$ cat src/rtl/bus_pkg.sv
// Shared definitions for the core memory bus: chip-select codes, address
// regions, transfer sizes and the arbiter state encoding.
package bus_pkg;

  localparam logic [2:0] CS_NONE = 3'b000;
  localparam logic [2:0] CS_ROM  = 3'b001;
  localparam logic [2:0] CS_RAM  = 3'b010;
  localparam logic [2:0] CS_UART = 3'b100;

  // Region is selected by addr[31:28].
  localparam logic [3:0] REGION_ROM  = 4'h0;
  localparam logic [3:0] REGION_RAM  = 4'h1;
  localparam logic [3:0] REGION_UART = 4'h2;

  localparam logic [1:0] HB_BYTE = 2'b00;
  localparam logic [1:0] HB_HALF = 2'b01;
  localparam logic [1:0] HB_WORD = 2'b10;

  typedef enum logic [1:0] {
    IDLE,
    BUSY,
    ERR
  } state_t;

endpackage

$ cat src/rtl/bus_addr_decode.sv
// Maps the top address nibble to a one-hot chip select; unmapped regions give
// CS_NONE with mapped_o low. Shared by the arbiter and the LSU.
module bus_addr_decode
  import bus_pkg::*;
(
  input  logic [3:0] region_i,
  output logic [2:0] cs_o,
  output logic       mapped_o
);

  // NOTE: every output gets a default before the case so no latch is inferred.
  always_comb begin
    cs_o     = CS_NONE;
    mapped_o = 1'b0;
    case (region_i)
      REGION_ROM:  begin cs_o = CS_ROM;  mapped_o = 1'b1; end
      REGION_RAM:  begin cs_o = CS_RAM;  mapped_o = 1'b1; end
      REGION_UART: begin cs_o = CS_UART; mapped_o = 1'b1; end
      default:     begin cs_o = CS_NONE; mapped_o = 1'b0; end
    endcase
  end

endmodule

$ cat src/rtl/bus_arbiter.sv
// Two-master round-robin arbiter for the shared memory bus: latches the
// winner's request, strobes the decoded slave and returns done/err/rdata.
module bus_arbiter
  import bus_pkg::*;
#(
  parameter int TIMEOUT = 16
) (
  input  logic        clk_i,
  input  logic        rst_i,
  input  logic        m0_req_i,
  input  logic [31:0] m0_addr_i,
  input  logic [31:0] m0_wdata_i,
  input  logic        m0_we_i,
  input  logic [1:0]  m0_hb_i,
  output logic        m0_gnt_o,
  output logic        m0_done_o,
  output logic        m0_err_o,
  output logic [31:0] m0_rdata_o,
  input  logic        m1_req_i,
  input  logic [31:0] m1_addr_i,
  input  logic [31:0] m1_wdata_i,
  input  logic        m1_we_i,
  input  logic [1:0]  m1_hb_i,
  output logic        m1_gnt_o,
  output logic        m1_done_o,
  output logic        m1_err_o,
  output logic [31:0] m1_rdata_o,
  output logic [31:0] bus_addr_o,
  output logic [31:0] bus_data_o,
  output logic        bus_we_o,
  output logic [1:0]  bus_hb_o,
  output logic [2:0]  bus_cs_o,
  output logic        bus_stb_o,
  input  logic        bus_ack_i,
  input  logic [31:0] bus_rdata_i
);

  localparam int CNT_W = $clog2(TIMEOUT + 1);
  localparam logic [CNT_W-1:0] CNT_LAST = CNT_W'(TIMEOUT - 1);

  state_t state, state_nxt;

  logic             owner;
  logic             last_owner;
  logic [1:0]       gnt_q;
  logic [2:0]       cs_q;
  logic [CNT_W-1:0] timeout_cnt;

  logic        any_req;
  logic        pick;
  logic [31:0] sel_addr;
  logic [2:0]  sel_cs;
  logic        sel_mapped;
  logic        timeout_hit;
  logic        done;
  logic        err;

  assign any_req  = m0_req_i | m1_req_i;
  // On a tie the master not served last wins; otherwise the lone requester.
  assign pick     = (m0_req_i && m1_req_i) ? ~last_owner : m1_req_i;
  assign sel_addr = pick ? m1_addr_i : m0_addr_i;

  bus_addr_decode u_decode (
    .region_i (sel_addr[31:28]),
    .cs_o     (sel_cs),
    .mapped_o (sel_mapped)
  );

  assign timeout_hit = (timeout_cnt == CNT_LAST);
  // Ack wins over a timeout landing in the same cycle.
  assign done = (state == ERR) || ((state == BUSY) && (bus_ack_i || timeout_hit));
  assign err  = (state == ERR) || ((state == BUSY) && !bus_ack_i && timeout_hit);

  // NOTE: sequential state uses non-blocking assignments so every register
  // samples pre-edge values regardless of statement order.
  always_ff @(posedge clk_i) begin
    if (rst_i) state <= IDLE;
    else       state <= state_nxt;
  end

  always_comb begin
    state_nxt = state;
    case (state)
      IDLE:    if (any_req) state_nxt = sel_mapped ? BUSY : ERR;
      BUSY:    if (bus_ack_i || timeout_hit) state_nxt = IDLE;
      ERR:     state_nxt = IDLE;
      default: state_nxt = IDLE;
    endcase
  end

  always_ff @(posedge clk_i) begin
    if (rst_i) begin
      owner       <= 1'b0;
      last_owner  <= 1'b0;
      gnt_q       <= 2'b00;
      cs_q        <= CS_NONE;
      timeout_cnt <= '0;
      bus_addr_o  <= '0;
      bus_data_o  <= '0;
      bus_we_o    <= 1'b0;
      bus_hb_o    <= HB_BYTE;
    end else begin
      gnt_q <= 2'b00;
      if (state == IDLE && any_req) begin
        owner       <= pick;
        gnt_q       <= pick ? 2'b10 : 2'b01;
        cs_q        <= sel_cs;
        timeout_cnt <= '0;
        bus_addr_o  <= sel_addr;
        bus_data_o  <= pick ? m1_wdata_i : m0_wdata_i;
        bus_we_o    <= pick ? m1_we_i    : m0_we_i;
        bus_hb_o    <= pick ? m1_hb_i    : m0_hb_i;
      end else if (state == BUSY && !bus_ack_i) begin
        timeout_cnt <= timeout_cnt + CNT_W'(1);
      end
      // Any completion, including a timeout, counts as having been served.
      if (done) last_owner <= owner;
    end
  end

  always_comb begin
    bus_stb_o  = (state == BUSY);
    bus_cs_o   = (state == BUSY) ? cs_q : CS_NONE;
    m0_gnt_o   = gnt_q[0];
    m1_gnt_o   = gnt_q[1];
    m0_done_o  = done && !owner;
    m1_done_o  = done && owner;
    m0_err_o   = err && !owner;
    m1_err_o   = err && owner;
    m0_rdata_o = '0;
    m1_rdata_o = '0;
    if (state == BUSY && bus_ack_i) begin
      if (owner) m1_rdata_o = bus_rdata_i;
      else       m0_rdata_o = bus_rdata_i;
    end
  end

endmodule

$ cat config.mk
export PLATFORM = sky130hd
export DESIGN_NAME = bus_arbiter
export DESIGN_NICKNAME = d
export VERILOG_FILES = /design/src/rtl/bus_pkg.sv /design/src/rtl/bus_addr_decode.sv /design/src/rtl/bus_arbiter.sv
export SDC_FILE = /design/constraint.sdc
export NUM_CORES = 1
export LEC_CHECK = 0
export BUFFER_PORTS_ARGS = -buffer_cell sky130_fd_sc_hd__buf_2
export CAP_MARGIN = 5
export CORE_AREA = 2 2 123 125
export CTS_CLUSTER_DIAMETER = 200
export DETAILED_ROUTE_END_ITERATION = 12
export DIE_AREA = 0 0 125 127
export GPL_TIMING_DRIVEN = 0
export SLEW_MARGIN = 20
export SYNTH_ARGS = -nofsm -noshare
export SYNTH_HDL_FRONTEND = slang
export SYNTH_HIERARCHICAL = 1
export SYNTH_SLANG_ARGS = --single-unit
$ cat constraint.sdc
create_clock -name clk_i -period 2 [get_ports clk_i]
set_input_delay 0.6 -clock clk_i [delete_from_list [all_inputs] [get_ports clk_i]]
set_output_delay 0.6 -clock clk_i [all_outputs]
set_load 0.02 [all_outputs]
==> flow_summary.json, run 1 <==
{
  "synth_area_um2": 4140,
  "synth-seq-cells": 81,
  "final_antenna_net_count": 0,
  "die_w_um": 125,
  "coreArea_um2": 14400,
  "slew_viol_final": 0,
  "cpLargestDelayFamily": "simple AND/OR/NAND/NOR gates",
  "setup.worst_path.start_class": "flop",
  "violations": "setup timing",
  "vias": 5292,
  "relSlewSlack_pct": 62.1,
  "fp.dieH_um": 127,
  "ys_seq_area_share_pct": 39.1,
  "synthXorXnorAreaFrac_pct": 0.423,
  "grt-ovfl-total": 0,
  "syn_nets": 709,
  "synth_fa_ha_area_share_pct": 0.604,
  "fin_nets": 1053,
  "hold_violations": 0,
  "fin_skew_ns": 0.00585,
  "setup-violations-final": 68,
  "synth.most_common_cell": "nand2_1",
  "synth_commonest_cells": "139 x nand2_1, 81 x dfxtp_1, 74 x a21oi_1, 67 x a311oi_1, 67 x and2_1",
  "cp_data_required_time_ns": 1.40,
  "grt_usage_pct": 21.7,
  "ir_drop_mv": 0.409,
  "cts_tree": "built",
  "crit_fanout": 3,
  "dr.pass1.iters": 5,
  "end_kind": "output pin",
  "final.setup.worst_slack_ns": -0.392,
  "grt_pass1_vias": 5232,
  "antenna_found_initial": 1,
  "wl_mm": 18.1,
  "min_period_ns": 2.39,
  "status": "finished with violations",
  "num_antenna_cells": 0,
  "syn_to_final_growth_pct": 73.7,
  "slowest_delay_ns": 0.33,
  "hpwl_mm": 12.9,
  "critPathSlowestCell": "dfxtp_2",
  "pin_count": 312,
  "seq_area_um2": 1630,
  "synth_top_area_cell": "dfxtp_1",
  "dieArea_um2": 15900,
  "syn_area_per_cell_um2": 7.73,
  "io_buffers": 311,
  "hold_class": "flop to flop",
  "synthArstFlopShare_pct": 0,
  "synthMuxAreaShare_pct": 0.483,
  "num_rows": 44,
  "worst-path-buf-inv": 1,
  "cts_buffers": 9,
  "clock-sinks": 81,
  "path_common_cell": "ha_4",
  "crit_chain": "ha_4 > and3_4 > ha_4 > or2_4 > a21oi_4 > nor2b_1 > buf_4",
  "multi_input_area_um2": 2520,
  "final_cells": 1069,
  "hold_buffers": 0,
  "drtIter0Drc": 162,
  "grt_max_degree": 14,
  "maxCapViolCount": 0,
  "path_class": "flop to output pin",
  "synth_top_family_by_area": "simple AND/OR/NAND/NOR gates",
  "p_leak_uw": 0.00348,
  "synth_compound_area_share_pct": 25.0,
  "synth_edf_count": 0,
  "final_core_util_pct": 49.9,
  "routabilityCongestion": 0.786,
  "crit_arrival_ns": 1.79,
  "root_buffer": "clkbuf_16",
  "powerDensity_nw_per_um2": 674,
  "tightest_slew_ns": 0.569,
  "synth_cells": 536,
  "finalCritPeriodShare_pct": 120,
  "grt_pass1_wl_mm": 27.8,
  "drive_gt1_share_pct": 53.4,
  "clk_pin_slew_worst_paths_ns": 0.06,
  "initial_core_util_pct": 28.7,
  "yosysTopAreaCellShare_pct": 39.1,
  "ys.flop_type": "dfxtp_1",
  "cts_buffer_depth": 2,
  "synth.area.top_cells": "dfxtp_1 39%, a311oi_1 14%, nand2_1 13%, and2_1 10%, a21oi_1 8.9%",
  "numPlacedInstances": 1031,
  "rsz0062_at_grt": "yes",
  "htreeDepth": 3,
  "synth-warning-count": 6,
  "wire_per_inst_um": 16.9,
  "finalPower_uw": 4860,
  "clock_latency_ns": 0.33,
  "drc": 0,
  "ys_types": 35,
  "vias_per_cell": 4.95,
  "fmax_ghz": 0.418,
  "n_fill_cell": 1408,
  "synthSimpleGateAreaFrac_pct": 27.9
}
-- report_power, final --
group | internal (uW) | switching (uW)
sequential | 1800 | 99.0
clock | 832 | 653
combinational | 590 | 879
total | 3220 | 1630
-- tightest hold or removal path: stages (launching register included) --
cell and delay [ns]:
dfxtp_1 0.32, o21ai_0 0.07, a21oi_1 0.06
-- metrics by stage --
step	setup WS [ns]	hold slack (ns)	TNS [ns]	instance area [um^2]
floorplan	-0.0326	0.449	-1.92	4170
global placement	-0.593	0.470	-12.50	5960
detailed placement	-0.581	0.478	-14.39	5960
CTS	-0.422	0.491	-12.97	7090
global route	-0.453	0.516	-15.33	7200
finish	-0.392	0.490	-11.51	7200
-- layout make-up --
class,count,area share (%)
clock inverters,6,0.487
flip-flops and latches,81,22.7
repair buffers,333,30.8
well taps,184,3.20
multi-input cells,401,35.1
inverters,2,0.104
clock buffers,10,3.18
plain buffers,52,4.54
-- flip-flops by register name, summed over array words and instances, names as in the netlist, 2 cells and up --
register,flops
gnt_q,2
bus_hb_o,2
timeout_cnt,5
cs_q,3
bus_addr_o,32
bus_data_o,32
state,2
-- logic make-up (layout without fill, tap and decap cells) --
kind of cell | after synthesis | after routing
flops | 81 | 81
xor+xnor | 2 | 2
compound gates | 152 | 152
fa+ha+maj | 2 | 2
buf+inv | 54 | 403
simple gates | 243 | 243
mux | 2 | 2
-- final timing paths --
| kind | start | to | slack [ns] | cells past startpoint |
|---|---|---|---|---|
| setup reg to reg | state[0] | bus_addr_o[27] | 0.18 | 6 |
| setup / recovery | timeout_cnt[0] | m1_done_o | -0.39 | 7 |
| hold reg to reg | timeout_cnt[3] | timeout_cnt[3] | 0.49 | 2 |
| hold / removal | timeout_cnt[3] | timeout_cnt[3] | 0.49 | 2 |
-- metal layers --
layer  part of all wire (%)  vias up  global-route usage [%]
li1                       -     2583                       -
met1                     39     2438                    24.5
met2                     51      237                    39.3
met3                    7.7       34                    6.03
met4                    2.9        0                    7.97
met5                      0        -                       0
-- cells in the final DEF, fill, tap and decap left out, types with 9 or more instances in the layout --
cell / synthesis / final
buf_2: 21 / 263
nand2_1: 139 / 139
dfxtp_1: 81 / 76
a21oi_1: 74 / 72
buf_6: 0 / 70
a311oi_1: 67 / 67
and2_4: 0 / 66
buf_4: 9 / 23
clkbuf_1: 16 / 16
buf_8: 0 / 12
nor2_1: 10 / 9
clkbuf_16: 0 / 9
-- timing repair --
item                       CTS  global route
setup buffers               13             3
cloned                       6             0
pin swaps                   68             4
setup endpoints to repair   74            72
gates resized for setup    229            34
Power figures use the tool's default switching activity.
==> run 2: changes to the inputs <==
--- a/config.mk
+++ b/config.mk
@@ -5,13 +5,18 @@
 export SDC_FILE = /design/constraint.sdc
 export NUM_CORES = 1
 export LEC_CHECK = 0
+export ABC_AREA = 1
 export BUFFER_PORTS_ARGS = -buffer_cell sky130_fd_sc_hd__buf_2
 export CAP_MARGIN = 5
-export CORE_AREA = 2 2 123 125
+export CELL_PAD_IN_SITES_DETAIL_PLACEMENT = 0
+export CELL_PAD_IN_SITES_GLOBAL_PLACEMENT = 1
+export CORE_AREA = 2 2 142 144
 export CTS_CLUSTER_DIAMETER = 200
 export DETAILED_ROUTE_END_ITERATION = 12
-export DIE_AREA = 0 0 125 127
+export DIE_AREA = 0 0 144 146
 export GPL_TIMING_DRIVEN = 0
+export HOLD_SLACK_MARGIN = 0.03
+export PLACE_DENSITY_LB_ADDON = 0.1
 export SLEW_MARGIN = 20
 export SYNTH_ARGS = -nofsm -noshare
 export SYNTH_HDL_FRONTEND = slang
==> flow_summary.json, run 2 <==
{
  "wl_mm": 18.0,
  "drc": 0,
  "wire_per_inst_um": 13.0,
  "clk_pin_slew_worst_paths_ns": 0.06,
  "status": "finished with violations",
  "finalCritPeriodShare_pct": 110,
  "grt_max_degree": 15,
  "synth-warning-count": 6,
  "syn_to_final_growth_pct": 77.9,
  "maxCapViolCount": 0,
  "relSlewSlack_pct": 68.1,
  "reg.largest.list": "bus_addr_o (32), bus_data_o (32), timeout_cnt (5)",
  "root_buffer": "clkbuf_16",
  "hold_class": "input pin to flop",
  "final.setup.worst_slack_ns": -0.209,
  "synth_cells": 773,
  "timing.hold.ws_ns": 0.426,
  "synth-seq-cells": 81,
  "dr.pass1.iters": 6,
  "setup.worst_path.start_class": "flop",
  "final_cells": 1387,
  "fp.dieH_um": 146,
  "synth_commonest_cells": "306 x nand2_1, 179 x inv_1, 81 x dfxtp_1, 81 x nor2_1, 69 x nand3_1",
  "synth_edf_count": 0,
  "violations": "setup timing",
  "synthArstFlopShare_pct": 0,
  "hpwl_mm": 13.3,
  "worst-path-buf-inv": 2,
  "die_w_um": 144,
  "antenna_found_initial": 4,
  "cp_data_required_time_ns": 1.40,
  "synth_area_um2": 4410,
  "initial_core_util_pct": 22.8,
  "syn_area_per_cell_um2": 5.70,
  "dieArea_um2": 21000,
  "yosysTopAreaCellShare_pct": 36.8,
  "rsz0062_at_grt": "yes",
  "cts_buffers": 9,
  "ir_drop_mv": 0.319,
  "final_cell_mix": "301 x nand2_1, 261 x buf_2, 176 x inv_1, 77 x dfxtp_1, 70 x buf_6",
  "final_antenna_net_count": 0,
  "ys_types": 18,
  "cts_tree": "built",
  "fin_skew_ns": 0.0103,
  "slew_viol_final": 0,
  "grt_pass1_vias": 5376,
  "hold_buffers": 0,
  "num_rows": 51,
  "numPlacedInstances": 1349,
  "tightest_slew_ns": 0.478,
  "grt_pass1_wl_mm": 28.0,
  "end_kind": "output pin",
  "powerDensity_nw_per_um2": 648,
  "min_period_ns": 2.21,
  "vias_per_cell": 3.96,
  "cpLargestDelayFamily": "flip-flops",
  "cts_buffer_depth": 2,
  "drtIter0Drc": 137,
  "final_common_cell": "nand2_1",
  "drive_gt1_share_pct": 41.1,
  "io_buffers": 311,
  "slowest_delay_ns": 0.35,
  "crit_chain": "ha_4 > and3_4 > ha_4 > inv_2 > nand2_2 > nand2_2 > a21oi_2 > buf_6",
  "grt-ovfl-total": 0,
  "ys_seq_area_share_pct": 36.8,
  "synth_top_area_cell": "dfxtp_1",
  "coreArea_um2": 19300,
  "critPathSlowestCell": "dfxtp_2",
  "synth.area.top_cells": "dfxtp_1 37%, nand2_1 26%, inv_1 15%, nand3_1 7.8%, nor2_1 6.9%",
  "p_leak_uw": 0.00462,
  "synth.most_common_cell": "nand2_1",
  "crit_arrival_ns": 1.61,
  "clock_latency_ns": 0.35,
  "routabilityCongestion": 0.764,
  "ys.flop_type": "dfxtp_1",
  "grt_usage_pct": 17.0,
  "path_class": "flop to output pin",
  "vias": 5499,
  "pin_count": 312,
  "fin_nets": 1289,
  "htreeDepth": 3,
  "hold_violations": 0,
  "crit_fanout": 3,
  "clock-sinks": 81,
  "setup-violations-final": 68,
  "syn_nets": 946,
  "fmax_ghz": 0.453
}
run 2: layout make-up:
type	count	area [um^2]
fillers	2144	11500
plain buffers	34	253
diodes	2	5.00
flip-flops and latches	81	1630
clock inverters	5	63.8
clock buffers	10	239
multi-input cells	476	2460
well taps	265	332
repair buffers	332	2180
inverters	182	683
run 2: metal layers:
layer | track usage [%] | share of wire, % | vias up
li1 | - | - | 2906
met5 | 0 | 0.16 | -
met4 | 6.23 | 2.2 | 4
met1 | 19.0 | 38 | 2356
met2 | 29.4 | 49 | 206
met3 | 6.32 | 10 | 27
run 2: per-stage QoR:
step | total power, uW | instance area [um^2] | util (%) | worst slack (ns) | TNS, ns
after global routing | 5420 | 7850 | 40.6 | -0.297 | -12.75
after floorplan | 2700 | 4410 | - | 0.0256 | 0
after global placement | 3270 | 6300 | 32.6 | -0.352 | -9.74
after CTS | 5170 | 7650 | 39.5 | -0.261 | -6.42
after detailed placement | 3270 | 6300 | 32.6 | -0.294 | -10.0
final | 5080 | 7850 | 40.6 | -0.209 | -7.99
run 2: logic make-up after synthesis:
group                      share of synthesized area (%)
DFF                                                 36.8
AOI/OAI and AO/OA                                   1.53
buffers and inverters                               19.6
and+or+nand+nor                                     41.5
adders and majority gates                          0.567
run 2: worst paths after layout:
check             slack (ns)            from        endpoint  depth (start not counted)
setup / recovery       -0.21  timeout_cnt[0]       m0_done_o                          8
hold / removal          0.43           rst_i        state[0]                          2
setup reg to reg        0.38      last_owner        state[0]                         11
hold reg to reg         0.45  bus_data_o[12]  bus_data_o[12]                          2
run 2: where the power goes:
part           switching, uW  internal [uW]  leakage [uW]
clock network            723           1000      0.000145
registers               95.5           1810      0.000671
logic                    921            530       0.00381
run 2: what timing repair did:
item	in CTS	in global routing
cloned	6	0
resized for setup	278	42
setup buffers	11	4
setup endpoints to repair	68	68
pin swaps	7	6
endpoints found under the hold margin	0	0
==> run 3: changes to the inputs <==
--- a/config.mk
+++ b/config.mk
@@ -10,15 +10,16 @@
 export CAP_MARGIN = 5
 export CELL_PAD_IN_SITES_DETAIL_PLACEMENT = 0
 export CELL_PAD_IN_SITES_GLOBAL_PLACEMENT = 1
-export CORE_AREA = 2 2 142 144
+export CORE_AREA = 2 2 135 137
 export CTS_CLUSTER_DIAMETER = 200
 export DETAILED_ROUTE_END_ITERATION = 12
-export DIE_AREA = 0 0 144 146
+export DIE_AREA = 0 0 137 139
 export GPL_TIMING_DRIVEN = 0
 export HOLD_SLACK_MARGIN = 0.03
 export PLACE_DENSITY_LB_ADDON = 0.1
+export RECOVER_POWER = 50
+export SKIP_CTS_REPAIR_TIMING = 1
 export SLEW_MARGIN = 20
 export SYNTH_ARGS = -nofsm -noshare
 export SYNTH_HDL_FRONTEND = slang
-export SYNTH_HIERARCHICAL = 1
 export SYNTH_SLANG_ARGS = --single-unit
==> flow_summary.json, run 3 <==
{
  "r2r_end": "bus_data_o[25]",
  "routabilityCongestion": 0.788,
  "yosysTopAreaCellShare_pct": 42.4,
  "fmax_ghz": 0.441,
  "status": "finished with violations",
  "dr.pass1.iters": 4,
  "synth_edf_count": 0,
  "reg.largest.list": "bus_addr_o (32), bus_data_o (32), timeout_cnt (5)",
  "io_buffers": 311,
  "cts_tree": "built",
  "maxCapViolCount": 0,
  "rsz0062_at_grt": "yes",
  "ys.flop_type": "dfxtp_1",
  "fin_nets": 1074,
  "drive_gt1_share_pct": 37.3,
  "coreArea_um2": 17700,
  "num_rows": 49,
  "synthArstFlopShare_pct": 0,
  "ys_types": 23,
  "fp.dieH_um": 139,
  "hold_violations": 0,
  "synth.area.top_cells": "dfxtp_1 42%, nand2_1 18%, nor3_1 8.4%, nand3_1 7.1%, inv_1 4.7%",
  "crit_arrival_ns": 1.67,
  "n_fill_cell": 1988,
  "r2r_start": "state[1]",
  "cts_buffers": 9,
  "final_cells": 1135,
  "final_cell_mix": "218 x buf_2, 184 x nand2_1, 78 x dfxtp_1, 70 x clkbuf_1, 56 x buf_4",
  "initial_core_util_pct": 21.6,
  "hold_class": "input pin to flop",
  "tightest_slew_ns": 0.506,
  "end_kind": "output pin",
  "drc": 0,
  "pin_count": 312,
  "p_leak_uw": 0.00313,
  "synth-seq-cells": 81,
  "syn_nets": 746,
  "hold-path-endpoint": "bus_addr_o[9]",
  "post_dp_cell_area_um2": 5660,
  "die_w_um": 137,
  "syn_area_per_cell_um2": 6.67,
  "htreeDepth": 3,
  "root_buffer": "clkbuf_16",
  "clock-sinks": 81,
  "dieArea_um2": 19000,
  "grt-ovfl-total": 0,
  "hold_start": "m0_addr_i[9]",
  "wire_per_inst_um": 13.6,
  "final_antenna_net_count": 0,
  "fin_skew_ns": 0.0129,
  "post-route-cell-area_um2": 6220,
  "antenna_found_initial": 2,
  "synth-warning-count": 0,
  "vias_per_cell": 4.26,
  "wl_mm": 15.5,
  "hpwl_mm": 12.2,
  "slew_viol_final": 0,
  "vias": 4834,
  "violations": "setup timing",
  "num_antenna_cells": 0,
  "setup-violations-final": 66,
  "synth_commonest_cells": "187 x nand2_1, 81 x dfxtp_1, 64 x nor3_1, 54 x nand3_1, 48 x inv_1",
  "synth_cells": 573,
  "finalCritPeriodShare_pct": 113,
  "final.setup.worst_slack_ns": -0.270,
  "hold_depth": 3,
  "powerDensity_nw_per_um2": 776,
  "numPlacedInstances": 1113,
  "clock_latency_ns": 0.35,
  "r2r_cells": 6,
  "relSlewSlack_pct": 66.3,
  "synth.most_common_cell": "nand2_1",
  "grt_usage_pct": 15.5,
  "cts_buffer_depth": 2,
  "min_period_ns": 2.27,
  "cp_data_required_time_ns": 1.40,
  "grt_pass1_wl_mm": 23.3,
  "r2r_setup_slack_ns": 0.21,
  "final_common_cell": "buf_2",
  "crit_fanout": 4,
  "path_class": "flop to output pin",
  "syn_to_final_growth_pct": 62.7,
  "ir_drop_mv": 0.403,
  "ys_seq_area_share_pct": 42.4,
  "drtIter0Drc": 135,
  "synth_area_um2": 3820,
  "grt_pass1_vias": 4677,
  "clk_pin_slew_worst_paths_ns": 0.07,
  "setup.worst_path.start_class": "flop",
  "timing.hold.ws_ns": 0.449,
  "grt_max_degree": 16,
  "synth_top_area_cell": "dfxtp_1"
}
run 3: cell types whose count changed after synthesis, moves of 20 or more:
cell / change
inv_1: -131
nand2_1: -119
nor2_1: -44
nor3_1: +64
o21ai_0: +21
o21ai_1: +20
run 3: how the worst max path moves through the flow:
stage                               from             to  cells past startpoint
final                     timeout_cnt[0]      m1_done_o                      8
after global routing      timeout_cnt[0]      m1_done_o                      8
after CTS                 timeout_cnt[0]      m0_done_o                      8
after detailed placement  timeout_cnt[0]      m0_done_o                      8
after global placement    timeout_cnt[0]      m0_done_o                      8
after floorplan                 state[1]  m0_rdata_o[0]                      6
run 3: report_power, final:
part	internal, uW	switching [uW]
Combinational	410	775
Clock	1020	726
Sequential	1800	97.8
run 3: layout make-up:
| cell class | count | area [um^2] | area share, % |
|---|---|---|---|
| clock inverter | 6 | 73.8 | 1.19 |
| timing repair buffer | 317 | 1620 | 26.0 |
| clock buffer | 10 | 239 | 3.84 |
| inverter | 52 | 201 | 3.24 |
| buffer | 35 | 236 | 3.80 |
| multi-input combinational | 405 | 1930 | 31.1 |
| sequential | 81 | 1630 | 26.2 |
| tap | 229 | 287 | 4.61 |
run 3: stage by stage:
stage	TNS, ns	worst slack, ns	total power [uW]	utilization (%)
6_report	-10.05	-0.270	4820	35.2
5_1_grt	-23.77	-0.332	5120	35.2
4_1_cts	-27.96	-0.544	4920	33.9
3_5_place_dp	-6.44	-0.172	3130	32.1
3_3_place_gp	-5.67	-0.143	3110	32.1
2_1_floorplan	-5.66	-0.0943	2600	-
run 3: logic make-up (layout without fill, tap and decap cells):
group / count (synthesis) / count (layout) / synth area share, %
adder cells (fa/ha/maj): 2 / 2 / 0.655
flip-flops: 81 / 81 / 42.4
AND/OR/NAND/NOR: 349 / 349 / 39.2
buffers and inverters: 87 / 420 / 10.6
AO/OA/AOI/OAI: 54 / 54 / 7.17
run 3: layer usage:
layer / up-vias / global-route usage [%] / routed length [um]
met5: - / 0 / 31
met4: 4 / 5.43 / 320
met3: 30 / 5.77 / 1380
met2: 182 / 26.8 / 7610
met1: 2135 / 17.3 / 6140
li1: 2483 / - / -
run 3: critical path: stages (launching register included):
cell	delay [ns]
dfxtp_4	0.36
ha_4	0.16
and3_4	0.18
ha_4	0.16
inv_2	0.05
nand2_2	0.06
a21oi_4	0.15
nor2_1	0.07
buf_4	0.16
